$ cat config.mk
export PLATFORM = sky130hd
export DESIGN_NAME = grid_cell_renderer
export DESIGN_NICKNAME = d
export VERILOG_FILES = /design/src/rtl/grid_cell_renderer.sv
export SDC_FILE = /design/constraint.sdc
export NUM_CORES = 1
export LEC_CHECK = 0
export ABC_AREA = 1
export CORE_MARGIN = 3
export CORE_UTILIZATION = 26
export CTS_BUF_LIST = sky130_fd_sc_hd__clkbuf_4
export CTS_CLUSTER_DIAMETER = 100
export DETAILED_ROUTE_END_ITERATION = 12
export GPL_ROUTABILITY_DRIVEN = 0
export PLACE_DENSITY = 0.41
export SYNTH_ARGS = -nofsm -noshare
export SYNTH_HDL_FRONTEND = slang
export SYNTH_SLANG_ARGS = --single-unit
$ cat constraint.sdc
create_clock -name CLOCK_50 -period 3.1 [get_ports CLOCK_50]
set_clock_uncertainty 0.15 [all_clocks]
set_input_delay 0.31 -clock CLOCK_50 [delete_from_list [all_inputs] [get_ports CLOCK_50]]
set_output_delay 0.31 -clock CLOCK_50 [all_outputs]
set_load 0.03 [all_outputs]
$ cat src/rtl/grid_cell_renderer.sv
// grid_cell_renderer: queued cell painter for the VGA adapter pixel port.
// Commands enter a small FIFO; an FSM scans each cell one pixel per clock.
module grid_cell_renderer #(
    parameter int ROWS        = 12,
    parameter int COLS        = 12,
    parameter int CELL        = 30,
    parameter int PITCH       = 33,
    parameter int X0          = 214,
    parameter int Y0          = 32,
    parameter int COLOR_DEPTH = 9,
    parameter logic [COLOR_DEPTH-1:0] BG_COLOR = 9'h1FF,
    parameter int FIFO_DEPTH  = 8
) (
    input  logic                   CLOCK_50,
    input  logic                   Reset,
    input  logic                   vga_sync,
    input  logic                   cmd_valid,
    output logic                   cmd_ready,
    input  logic [3:0]             cmd_row,
    input  logic [3:0]             cmd_col,
    input  logic [COLOR_DEPTH-1:0] cmd_color,
    input  logic                   cmd_mode,
    input  logic                   clear_req,
    output logic [9:0]             pix_x,
    output logic [8:0]             pix_y,
    output logic [COLOR_DEPTH-1:0] pix_color,
    output logic                   pix_write,
    output logic                   busy,
    output logic                   err_drop
);

    localparam int         AW     = $clog2(FIFO_DEPTH);
    localparam logic [5:0] LAST   = 6'(CELL - 1);
    localparam logic [3:0] LAST_R = 4'(ROWS - 1);
    localparam logic [3:0] LAST_C = 4'(COLS - 1);
    localparam logic [4:0] NR     = 5'(ROWS);
    localparam logic [4:0] NC     = 5'(COLS);

    typedef struct packed {
        logic [3:0]             row;
        logic [3:0]             col;
        logic [COLOR_DEPTH-1:0] color;
        logic                   mode;
    } cmd_t;

    typedef enum logic [2:0] {
        INIT_WAIT,
        CLEAR,
        IDLE,
        LOAD,
        DRAW
    } state_t;

    state_t state_q, state_d;

    cmd_t        mem_q [FIFO_DEPTH];
    cmd_t        head;
    logic [AW:0] wr_q, wr_d, rd_q, rd_d;
    logic        full, empty, push, pop;

    logic [3:0]             r_q, r_d, c_q, c_d;
    logic [5:0]             dx_q, dx_d, dy_q, dy_d;
    logic [COLOR_DEPTH-1:0] color_q, color_d;
    logic                   mode_q, mode_d;
    logic                   pend_q, pend_d;

    logic [9:0]             x_q, x_d;
    logic [8:0]             y_q, y_d;
    logic [COLOR_DEPTH-1:0] pcol_q, pcol_d;
    logic                   pw_q, pw_d;
    logic                   err_q, err_d;

    logic scan, cell_end, border;

    assign empty = (wr_q == rd_q);
    assign full  = (wr_q[AW] != rd_q[AW]) && (wr_q[AW-1:0] == rd_q[AW-1:0]);
    assign push  = cmd_valid && !full;
    assign head  = mem_q[rd_q[AW-1:0]];

    assign cmd_ready = !full;
    assign busy      = (state_q != IDLE) || !empty;
    assign pix_x     = x_q;
    assign pix_y     = y_q;
    assign pix_color = pcol_q;
    assign pix_write = pw_q;
    assign err_drop  = err_q;

    assign cell_end = (dx_q == LAST) && (dy_q == LAST);
    assign border   = (dx_q == 6'd0) || (dy_q == 6'd0) ||
                      (dx_q == LAST) || (dy_q == LAST);

    // Command storage; stale entries are harmless since reset clears pointers.
    always_ff @(posedge CLOCK_50) begin
        if (push) begin
            mem_q[wr_q[AW-1:0]] <= '{cmd_row, cmd_col, cmd_color, cmd_mode};
        end
    end

    // State, scan position, FIFO pointers and registered pixel outputs.
    always_ff @(posedge CLOCK_50 or posedge Reset) begin
        if (Reset) begin
            state_q <= INIT_WAIT;
            wr_q    <= '0;
            rd_q    <= '0;
            r_q     <= '0;
            c_q     <= '0;
            dx_q    <= '0;
            dy_q    <= '0;
            color_q <= BG_COLOR;
            mode_q  <= 1'b0;
            pend_q  <= 1'b0;
            x_q     <= 10'(X0);
            y_q     <= 9'(Y0);
            pcol_q  <= BG_COLOR;
            pw_q    <= 1'b0;
            err_q   <= 1'b0;
        end else begin
            state_q <= state_d;
            wr_q    <= wr_d;
            rd_q    <= rd_d;
            r_q     <= r_d;
            c_q     <= c_d;
            dx_q    <= dx_d;
            dy_q    <= dy_d;
            color_q <= color_d;
            mode_q  <= mode_d;
            pend_q  <= pend_d;
            x_q     <= x_d;
            y_q     <= y_d;
            pcol_q  <= pcol_d;
            pw_q    <= pw_d;
            err_q   <= err_d;
        end
    end

    // Next-state, scan stepping and pixel generation.
    always_comb begin
        state_d = state_q;
        r_d     = r_q;
        c_d     = c_q;
        dx_d    = dx_q;
        dy_d    = dy_q;
        color_d = color_q;
        mode_d  = mode_q;
        pend_d  = pend_q || clear_req;
        x_d     = x_q;
        y_d     = y_q;
        pcol_d  = pcol_q;
        pw_d    = 1'b0;
        err_d   = 1'b0;
        pop     = 1'b0;
        scan    = 1'b0;

        unique case (state_q)
            INIT_WAIT: begin
                r_d  = '0;
                c_d  = '0;
                dx_d = '0;
                dy_d = '0;
                if (vga_sync) state_d = CLEAR;
            end
            IDLE: begin
                dx_d = '0;
                dy_d = '0;
                if (pend_q) begin
                    state_d = CLEAR;
                    r_d     = '0;
                    c_d     = '0;
                    pend_d  = clear_req;
                end else if (!empty) begin
                    state_d = LOAD;
                end
            end
            LOAD: begin
                pop     = 1'b1;
                r_d     = head.row;
                c_d     = head.col;
                color_d = head.color;
                mode_d  = head.mode;
                if ({1'b0, head.row} >= NR || {1'b0, head.col} >= NC) begin
                    err_d   = 1'b1;
                    state_d = IDLE;
                end else begin
                    state_d = DRAW;
                end
            end
            DRAW: begin
                scan   = 1'b1;
                pw_d   = !mode_q || border;
                pcol_d = color_q;
                if (cell_end) state_d = IDLE;
            end
            CLEAR: begin
                scan   = 1'b1;
                pw_d   = 1'b1;
                pcol_d = BG_COLOR;
                if (cell_end) begin
                    if (c_q == LAST_C) begin
                        c_d = '0;
                        r_d = r_q + 4'd1;
                        if (r_q == LAST_R) state_d = IDLE;
                    end else begin
                        c_d = c_q + 4'd1;
                    end
                end
            end
            default: state_d = INIT_WAIT;
        endcase

        if (scan) begin
            x_d = 10'(11'(X0) + 11'(c_q) * 11'(PITCH) + 11'(dx_q));
            y_d = 9'(10'(Y0) + 10'(r_q) * 10'(PITCH) + 10'(dy_q));
            if (dx_q == LAST) begin
                dx_d = '0;
                dy_d = (dy_q == LAST) ? 6'd0 : dy_q + 6'd1;
            end else begin
                dx_d = dx_q + 6'd1;
            end
        end
    end

    assign wr_d = wr_q + (AW+1)'(push);
    assign rd_d = rd_q + (AW+1)'(pop);

endmodule

# [Yosys cells after proc, flatten, opt, wreduce, memory -nomap -nowiden]
# Memories as Yosys holds them, arrays and structs flattened.
# Cells that the tools add are included.
[word_totals] reg_bits=72 mem_bits_rw=144 in_bits=23 out_inout_bits=32 wordCells=106 mem_count=1
[mem_list] memory="mem_q" depth=8 word_bits=18 read_ports=1 rd_ports_with_merged_regs=0 write_ports=1 line="56" text="cmd_t mem_q [FIFO_DEPTH];"
[classes] addsub=10 n_mul=2 order_cmp=2 n_eq_ne=19 n_mux=33 n_reduce_logical=24
[ops] cell="2-to-1 mux 6 bit" count=7
[ops] cell="one-hot mux 4 bit (4 select lines)" count=2
[ops] cell="2-to-1 mux 3 bit" count=8
[ops] cell="2-to-1 mux 4 bit" count=5
[ops] cell="one-hot mux 9 bit (2 select lines)" count=1
[ops] cell="one-hot mux 3 bit (5 select lines)" count=1
[ops] cell="adder 6 x 1 -> 6 bit, second input constant" count=2
[ops] cell="== test 6 x 5 -> 1 bit, second input constant" count=2
[ops] cell="logical NOT 6 bit" count=2
[ops] cell="!= test 2 bit, second input constant" count=6
[ops] cell="adder 10 x 6 -> 10 bit" count=1
[ops] cell="adder 8 x 10 -> 10 bit, first input constant" count=1
[ops] cell="multiplier 4 x 6 -> 10 bit, second input constant" count=1
[ops] cell="adder 6 x 9 -> 9 bit, first input constant" count=1
[ops] cell="adder 9 x 6 -> 9 bit" count=1
[ops] cell="multiplier 4 x 6 -> 9 bit, second input constant" count=1
[ops] cell="adder 4 x 1 -> 4 bit" count=2
[ops] cell="adder 4 x 1 -> 4 bit, second input constant" count=2
[ops] cell="== test 4 bit, second input constant" count=2
[ops] cell=">= comparator 4 bit, second input constant" count=2
[ops] cell="2-to-1 mux 1 bit" count=8
[ops] cell="logical OR 1 bit" count=7
[ops] cell="== test 3 x 2 -> 1 bit, second input constant" count=2
[ops] cell="AND reduction 6 bit" count=1
[ops] cell="16 further kinds" count=22

# [Logic depth before layout (Yosys ltp)]
[depth] depth_word=6 ltp_mapped=15 ltp_nobuf=15

# [Worst setup path before layout]
# OpenSTA, ideal clock, no wires.
[synth_timing] path_kind="reg2reg" startpoint="register c_q[2]" endpoint="register x_q[8], in the netlist pix_x[8]" setup_time_ns=0.065 t_arrival_ns=2.612 required_time_ns=2.885 path_slack_ns=0.273 stages_incl_launch_ff=16 n_path_buf=0 synth_period_minus_slack_ns=2.827 cell_sequence="dfrtp_1 inv_1 ha_1 inv_1 fa_1 inv_1 ha_1 fa_1 nand3_1 nand3_1 nand2_1 nand2_1 a21oi_1 or2_2 nand3_1 nand2_1"
[synth_via] elab_chain_cells=3
[synth_rtl] element="start: declaration" line="61" text="logic [3:0] r_q, r_d, c_q, c_d;"
[synth_rtl] element="start signal: assignment" line="106" text="c_q <= '0;"
[synth_rtl] element="start signal: assignment" line="122" text="c_q <= c_d;"
[synth_rtl] element="multiplier 4 x 6 -> 10 bit" line="211" text="x_d = 10'(11'(X0) + 11'(c_q) * 11'(PITCH) + 11'(dx_q));"
[synth_rtl] element="adder 8 x 10 -> 10 bit" line="211"
[synth_rtl] element="adder 10 x 6 -> 10 bit" line="211"
[synth_rtl] element="end signal: assignment" line="112" text="x_q <= 10'(X0);"
[synth_rtl] element="end: declaration" line="67" text="logic [9:0] x_q, x_d;"
# No other way between the ends.
# A chain may end at the register's enable or synchronous reset.

# [Worst setup path after layout]
# Ends and elaborated chain as after synthesis.

==> flow_summary.json <==
{
  "status": "complete, no violations",
  "cp-end-kind": "register",
  "synth_edf_count": 144,
  "crit_path_max_incr_delay_ns": 0.52,
  "synth_cell_types": 44,
  "hold_depth": 1,
  "ant_nets": 0,
  "relSlewSlack": 0.479,
  "cts_tree": "yes",
  "critPathMaxFanout": 5,
  "grtUsageTotal": 0.124,
  "start_util": 0.267,
  "syn_area_mm2": 0.00990,
  "path_class": "reg2reg",
  "antenna_found_initial": 1,
  "drtIter0Drc": 286,
  "slew_violations": 0,
  "netlist.area_leader.share": 0.437,
  "die_w_um": 201,
  "startpoint_type": "register",
  "rsz0062_at_grt": "false",
  "routedWlPerCell_um": 15.9,
  "syn_to_final_growth_pct": 20.3,
  "ir_drop_v": 0.000302,
  "drt-pass1-iter-count": 4,
  "drive_gt1_frac": 0.176,
  "cp.arrival_ns": 3.38,
  "setup_viol": 0,
  "ys_async_sr_fraction": 0.333,
  "root_buffer": "clkbuf_4",
  "multi_input_area_mm2": 0.00322,
  "ios": 55,
  "path_clk_slew_ns": 0.07,
  "ys_seq_elements": 216,
  "synth.avg_cell_area_um2": 10.8,
  "clockBufferDepth": 3,
  "seq_area_mm2": 0.00616,
  "wl_mm": 25.1,
  "yosysSeqAreaShare": 0.622,
  "hp-class": "in2reg",
  "avgViaCountPerCell": 4.28,
  "p_leak_nw": 4.92,
  "synth_common_cells": "nand2_1, edfxtp_1, o21ai_0",
  "grt_max_degree": 50,
  "cellPowerDensity_mw_per_mm2": 951,
  "dieArea_mm2": 0.0405,
  "reg2regPathDepth": 15,
  "grt-ovfl-total": 0,
  "max_freq_mhz": 347,
  "synth.most_common_cell": "nand2_1",
  "cts_made_buffers": 59,
  "die_y_um": 201,
  "syn_inst": 916,
  "crit_required_ns": 3.60,
  "yosysWarnings": 0,
  "grt_pass1_vias": 6816,
  "tns_ns": 0,
  "syn_nets": 990,
  "drv_cap": 0,
  "rows": 70,
  "path_cells": "inv_2, ha_1, inv_1, fa_1, inv_1, ha_1, fa_1, nand3_1, nand3_1, nand2_1, nand2_1, a21oi_1, or2_2, nand3_1, nand2_1",
  "dpl.hpwl_mm": 16.1,
  "htreeDepth": 2,
  "portBuffers": 54,
  "grt_pass1_wl_mm": 39.4,
  "tightest_slew_ns": 0.780,
  "vias": 6745,
  "nFillCells": 3871,
  "synth.area.top_cells": "edfxtp_1, dfrtp_1, nand2_1, dfstp_2, ha_1",
  "fin_util": 0.322,
  "cts_sinks": 216,
  "post-route-min-period_ns": 2.88,
  "ys.flop_type": "edfxtp_1",
  "post-route-period-util": 0.930,
  "final_nets": 1101,
  "clk-insertion-delay-late_ns": 0.72,
  "core-area_mm2": 0.0370,
  "critPathSlowestCell": "fa_1",
  "synth_top_area_cell": "edfxtp_1",
  "drcViolationCount": 0,
  "finalHoldViolations": 0
}
[layer usage]
metal,share of wire,wire [µm],vias up,track usage
li1,-,-,3373,-
met1,0.48,12100,3227,0.168
met2,0.46,11500,103,0.198
met3,0.040,1000,42,0.0267
met4,0.019,480,0,0.0379
met5,0,0,-,0
[timing repair]
item,4_1_cts,5_1_grt
endpoints found under the setup margin,0,1
setup buffers,0,0
hold endpoints to repair,16,0
hold buffers,2,0
resized for setup,0,2
[worst paths after layout]
kind	startpoint	endpoint	slack [ns]
setup / recovery	c_q[2]	pix_x[8]	0.22
hold / removal	cmd_color[4]	mem_q[5][5]	0.18
setup reg to reg	c_q[2]	pix_x[8]	0.22
hold reg to reg	pix_x[2]	pix_x[2]	0.31
max in group asynchronous	Reset	pix_color[8]	1.69
min in group asynchronous	Reset	wr_q[0]	0.40
[stage by stage]
step	power, W	cell area, µm²	std cells	hold slack [ns]	setup slack [ns]
after detailed placement	0.00889	11100	1468	0.304	0.184
after global routing	0.0123	11900	1577	0.121	0.0160
final	0.0113	11900	1577	0.179	0.218
after CTS	0.0116	11900	1576	0.103	0.174
after global placement	0.00891	11100	1468	0.302	0.198
after floorplan	0.00731	9900	916	0.252	0.273
[power breakdown]
part | leakage (nW) | total [W] | internal [W] | switching [W]
clock | 0.462 | 0.00258 | 0.00137 | 0.00121
combinational | 2.28 | 0.00453 | 0.00152 | 0.00302
sequential | 2.18 | 0.00421 | 0.00388 | 0.000331
[cell families (layout without fill, tap and decap cells)]
family | count (synthesis) | in the layout | synth area share
AOI/OAI and AO/OA | 151 | 151 | 0.0893
xor gates and xnor gates | 24 | 24 | 0.0212
adders and majority gates | 51 | 51 | 0.0682
buffers and inverters | 126 | 282 | 0.0550
DFF | 216 | 216 | 0.622
other | 0 | 1 | 0
and+or+nand+nor | 348 | 348 | 0.145
[flip-flops by register name, indices dropped and copies added (netlist names)]
register / cells
pix_y: 9
c_q: 4
mem_q: 144
pix_color: 9
mode_q: 1
wr_q: 4
color_q: 9
rd_q: 4
pend_q: 1
err_drop: 1
r_q: 4
state_q: 3
dy_q: 6
pix_write: 1
dx_q: 6
pix_x: 10
[final cells by class]
type,instances,share of cell area
Multi-Input combinational cell,574,0.270
Clock buffer,94,0.0592
Inverter,90,0.0288
Tap cell,504,0.0529
Clock inverter,12,0.00472
Sequential cell,216,0.517
Antenna cell,1,0.000210
Timing Repair Buffer,86,0.0670
[worst max-delay path, delay by kind of cell, from the launching register on]
kind,cells,cell delay [ns]
buffers and inverters,3,0.17
and+or+nand+nor,7,0.57
adders and majority gates,4,1.42
AOI/OAI and AO/OA,1,0.15
DFF,1,0.36
[cells in the final DEF, fill, tap and decap left out, types with 6 or more instances in the layout]
master	synthesis	routed
a21oi_1	6	6
nor2_2	2	10
o211ai_1	10	10
inv_1	82	80
dfstp_2	24	24
o22ai_1	13	13
buf_4	6	29
o21ai_0	94	94
nor2_1	87	79
o221ai_1	14	14
nand3_1	48	48
clkdlybuf4s50_1	0	54
clkbuf_4	0	94
ha_1	46	46
xnor2_1	11	11
nand2_1	192	192
xor2_1	13	13
clkinv_1	0	8
dfrtp_1	48	46
edfxtp_1	144	144
inv_2	6	8
Power figures use the tool's default switching activity.
